<file path="src/rtl/rv32i_pkg.sv">
// rv32i_pkg: shared datapath widths and load funct3 encodings
package rv32i_pkg;
  localparam int XLEN = 32;
  localparam int REG_ADDR_W = 5;
  typedef enum logic [2:0] {
    LB  = 3'b000,
    LH  = 3'b001,
    LW  = 3'b010,
    LBU = 3'b100,
    LHU = 3'b101
  } load_funct3_e;
endpackage

</file>
<file path="src/rtl/load_extract.sv">
// load_extract: byte/halfword/word selection and extension of a loaded memory word
module load_extract
  import rv32i_pkg::*;
(
  input  logic [2:0]      funct3,
  input  logic [1:0]      addr_lsb,
  input  logic [XLEN-1:0] word,
  output logic [XLEN-1:0] value
);
  logic [7:0]  b;
  logic [15:0] h;
  always_comb begin
    b = word[8*addr_lsb +: 8];
    h = word[16*addr_lsb[1] +: 16];
    value = funct3 == LB  ? {{(XLEN-8){b[7]}}, b} :
            funct3 == LH  ? {{(XLEN-16){h[15]}}, h} :
            funct3 == LBU ? {{(XLEN-8){1'b0}}, b} :
            funct3 == LHU ? {{(XLEN-16){1'b0}}, h} :
            word;
  end
endmodule

</file>
<file path="src/rtl/wb_regfile.sv">
// wb_regfile: writeback select and architectural register file with WB->ID bypass
module wb_regfile
  import rv32i_pkg::*;
#(
  parameter int NREGS = 32,
  parameter bit BYPASS_EN = 1'b1
) (
  input  logic                  clk,
  input  logic                  rst_n,
  input  logic [REG_ADDR_W-1:0] rd_wb,
  input  logic                  reg_wr_wb,
  input  logic                  load_wb,
  input  logic [2:0]            funct3_wb,
  input  logic [1:0]            addr_lsb_wb,
  input  logic [XLEN-1:0]       alu_data_wb,
  input  logic [XLEN-1:0]       dm_data_wb,
  input  logic [REG_ADDR_W-1:0] rs1_id,
  input  logic [REG_ADDR_W-1:0] rs2_id,
  output logic [XLEN-1:0]       rs1_data,
  output logic [XLEN-1:0]       rs2_data,
  output logic [XLEN-1:0]       wb_data,
  output logic                  wb_valid,
  input  logic [REG_ADDR_W-1:0] dbg_idx,
  output logic [XLEN-1:0]       dbg_data
);
  logic [XLEN-1:0] regs [NREGS];
  logic [XLEN-1:0] ld_value;
  logic            byp1, byp2;
  load_extract u_load_extract (
    .funct3  (funct3_wb),
    .addr_lsb(addr_lsb_wb),
    .word    (dm_data_wb),
    .value   (ld_value)
  );
  always_ff @(posedge clk or negedge rst_n)
    if (!rst_n)
      for (int i = 0; i < NREGS; i++) regs[i] <= '0;
    else if (wb_valid)
      regs[rd_wb] <= wb_data;
  // bypass is gated by rst_n so every read port shows cleared state during reset
  always_comb begin
    wb_data  = load_wb ? ld_value : alu_data_wb;
    wb_valid = reg_wr_wb && rd_wb != '0;
    byp1     = BYPASS_EN && rst_n && wb_valid && rs1_id == rd_wb;
    byp2     = BYPASS_EN && rst_n && wb_valid && rs2_id == rd_wb;
    rs1_data = rs1_id == '0 ? '0 : byp1 ? wb_data : regs[rs1_id];
    rs2_data = rs2_id == '0 ? '0 : byp2 ? wb_data : regs[rs2_id];
    dbg_data = dbg_idx == '0 ? '0 : regs[dbg_idx];
  end
endmodule

</file>
<file path="config.mk">
export PLATFORM = sky130hd
export DESIGN_NAME = wb_regfile
export DESIGN_NICKNAME = d
export VERILOG_FILES = /design/src/rtl/rv32i_pkg.sv /design/src/rtl/load_extract.sv /design/src/rtl/wb_regfile.sv
export SDC_FILE = /design/constraint.sdc
export NUM_CORES = 2
export LEC_CHECK = 0
export BUFFER_PORTS_ARGS = -buffer_cell sky130_fd_sc_hd__buf_2
export CAP_MARGIN = 40
export CORE_ASPECT_RATIO = 1.25
export CORE_MARGIN = 1
export CORE_UTILIZATION = 40
export DETAILED_ROUTE_END_ITERATION = 8
export SLEW_MARGIN = 25
export SYNTH_ARGS = -nofsm -noshare
export SYNTH_HDL_FRONTEND = slang
export SYNTH_SLANG_ARGS = --single-unit
export TNS_END_PERCENT = 50
</file>
<file path="constraint.sdc">
create_clock -name clk -period 3.3 [get_ports clk]
set_input_delay 0.165 -clock clk [delete_from_list [all_inputs] [get_ports clk]]
set_output_delay 0.165 -clock clk [all_outputs]
set_load 0.03 [all_outputs]
</file>
==> results.cfg <==
[outcome]
status = finished, violations left
violations = negative setup slack

[synthesis]
ys.flop_type = dfrtp_1
synth_seq_cells = 1024
synth_edf_count = 0
syn-cell-area_um2 = 61600
ys_warn_count = 0
synth_cell_types = 66
avgSynthCellArea_um2 = 11.4
ys_seq_area_share_pct = 41.6
synthCells = 5395
synthArstFlopShare_pct = 100
synth_fp_nets = 5488

[critical_path]
worst-path-buf-inv = 1
worstSetupEndpointType = output pin
crit_path_end = rs1_data[17]
cp-start-kind = register
reg2reg_depth = 2
crit_path_top_delay_cell = nor3_1
startpoint = regs[145]$_DFFE_PN0P_
regToRegEndpoint = regs[245]$_DFFE_PN0P_
r2r_start = regs[245]$_DFFE_PN0P_
r2r_slack_ns = 2.54
crit_chain = mux4_2 > a22oi_1 > a21oi_1 > nor3_1 > a211oi_1 > buf_2
crit_cells = 6
crit_required_ns = 3.13
crit_type = reg2out
critical-path-top-delay-family = simple AND/OR/NAND/NOR gates
cpPeakStageDelay_ns = 0.71
crit_fanout = 4
arrival_ns = 3.17

[clock_tree]
clock_path_buffers = 3
cts_made_buffers = 101
htreeDepth = 3
numClockSinks = 1024
insertion_delay_ns = 0.74
clk_pin_slew_worst_paths_ns = 0.07
post_cts_buffers = 0
cts_tree = done
cts-root-buf = clkbuf_16

[floorplanning]
rows = 160
die_y_um = 441
start_util_pct = 40.4
coreArea_um2 = 153000
fp.dieW_um = 353
ios = 222
dieArea_um2 = 156000

[route]
vias = 50600
routedWlPerCell_um = 32.9
drt-total-wl_mm = 251
firstDrtPassIters = 5
ant_nets = 0
drcViolationCount = 0
vias_per_cell = 6.64
drtIter0Drc = 7131

[placed_design]
numPortBuffers = 221
gp_congestion = 0.946
hpwl_mm = 168
placed_area_um2 = 67100

[global_route]
grt_overflow = 0
antenna_found_initial = 16
grt_pass1_wl_mm = 360
grt_pass1_vias = 49500
grt.total_usage_pct = 32.2
grt_max_degree = 151

[pwr]
p_leak_uw = 0.0300
p_clk_share_pct = 29.6
power_uw = 41500
seqPwrFrac_pct = 42.3
power.switching_uw = 13800
power_density_nw_per_um2 = 587
p_comb_share_pct = 28.1
switching_share_pct = 33.3
internal_power_uw = 27700
ir_drop_uv = 427

[timing]
rsz0062_at_grt = false
relSlewSlack_pct = 40.8
worst-slew-pin-transition_ns = 0.880
hold_viol = 0
post-route-min-period_ns = 3.34
final-max-slew-violation-count = 0
setup_violations = 1
fin_ws_ns = -0.0375
finalCritPeriodShare_pct = 101
clock-skew-final_ns = 0
max_freq_ghz = 0.300

[hold_path]
hold_start = alu_data_wb[4]
hold_class = in2reg

[layout]
syn_to_final_growth_pct = 14.8
mostFrequentLayoutCells = nand2_1 (1070), dfrtp_1 (1024), mux4_2 (824), o21ai_0 (808), buf_4 (304)
utilization_pct = 46.4
drive_above_1_share_pct = 30.6
fin_nets = 5604
nFillCells = 13800
regMostFlops = regs
design_area_um2 = 70700
reg_top3 = regs x1024
largest_reg_flops = 1024
mostFrequentLayoutCell = nand2_1

[job]
drv_cap = 0
cell usage after synthesis (7+ instances only):
cell type,number,share of area [%]
clkbuf_1,423,2.6
o41ai_1,7,0.10
and3b_1,12,0.17
nor2_1,47,0.29
o221ai_1,22,0.31
o221ai_2,8,0.20
a22oi_1,88,1.1
nor2b_1,28,0.28
buf_2,83,0.67
nand2b_1,18,0.18
buf_4,52,0.63
nand2_1,1101,6.7
a2111oi_0,8,0.11
buf_1,25,0.15
mux2i_1,59,0.96
mux4_2,824,30
nand3_1,15,0.12
or3_1,9,0.091
clkbuf_2,13,0.11
o22ai_1,92,0.93
mux2_2,21,0.38
o21ai_1,258,2.1
buf_6,9,0.16
xor2_1,8,0.11
nor3_1,50,0.41
and2_1,8,0.081
a21oi_1,46,0.37
dfrtp_1,1024,42
o21ai_0,808,6.6
inv_1,77,0.47
a211oi_1,59,0.72
repair_timing:
item | 4_1_cts | 5_1_grt
setup endpoints to repair | 2 | 2
gates cloned | 0 | 0
hold buffers | 7 | 0
gates resized for setup | 3 | 2
hold endpoints to repair | 303 | 0
worst min-delay path by stage:
stage                                  endpoint  slack (ns)  cells past startpoint
after floorplan             regs[0]$_DFFE_PN0P_       -0.13                      0
after global placement    regs[714]$_DFFE_PN0P_        0.36                      2
after detailed placement  regs[714]$_DFFE_PN0P_        0.36                      2
after CTS                 regs[100]$_DFFE_PN0P_        0.02                      3
after global routing       regs[68]$_DFFE_PN0P_        0.06                      3
final                      regs[68]$_DFFE_PN0P_        0.05                      3
cell type report:
cell class,instances,area [µm²],share of cell area (%)
inverters,81,304,0.430
diodes,8,20.0,0.0283
multi-input cells,3685,33500,47.4
clock inverters,40,480,0.679
clock buffers,143,2920,4.13
flip-flops and latches,1024,25600,36.2
well taps,2025,2530,3.58
repair buffers,618,5310,7.51
tightest hold or removal path, delay by kind of cell:
| kind | cells | cell delay (ns) |
|---|---|---|
| AO/OA/AOI/OAI | 2 | 0.46 |
| buffers and inverters | 1 | 0.12 |
power groups by stage:
stage,Combinational [µW],Sequential (µW),Clock [µW]
after floorplan,7960,16800,0
after global placement,11300,17400,0
after detailed placement,11500,17600,0
after CTS,11500,17400,12400
after global routing,12500,17900,12800
final,11700,17500,12300
cells by family (layout without fill, tap and decap cells):
group                  count (synthesis)  after routing  synth area share (%)
XOR/XNOR                              10             10                 0.142
buffers and inverters                686            882                  4.80
AND/OR/NAND/NOR                     1329           1329                  8.81
flip-flops                          1024           1024                  41.6
multiplexers                         904            904                  31.5
AO/OA/AOI/OAI                       1442           1442                  13.2
other                                  0              8                     0
layer usage:
layer,GRT usage (%),vias to the layer above,part of all wire [%]
met5,0,-,0.035
met4,18.9,14,6.6
met3,8.85,774,12
met2,48.8,3486,45
met1,41.4,25800,36
li1,-,20600,-
per-stage QoR:
| stage | worst slack, ns | setup TNS, ns | hold WS, ns | cells |
|---|---|---|---|---|
| 3_5_place_dp | -0.0696 | -0.0696 | 0.360 | 7421 |
| 6_report | -0.0375 | -0.0375 | 0.0509 | 7624 |
| 2_1_floorplan | 0.835 | 0 | -0.131 | 5395 |
| 3_3_place_gp | -0.128 | -0.181 | 0.358 | 7405 |
| 4_1_cts | 0.0188 | 0 | 0.0152 | 7611 |
| 5_1_grt | 0.0114 | 0 | 0.0617 | 7618 |
(Power assumes the default switching activity.)
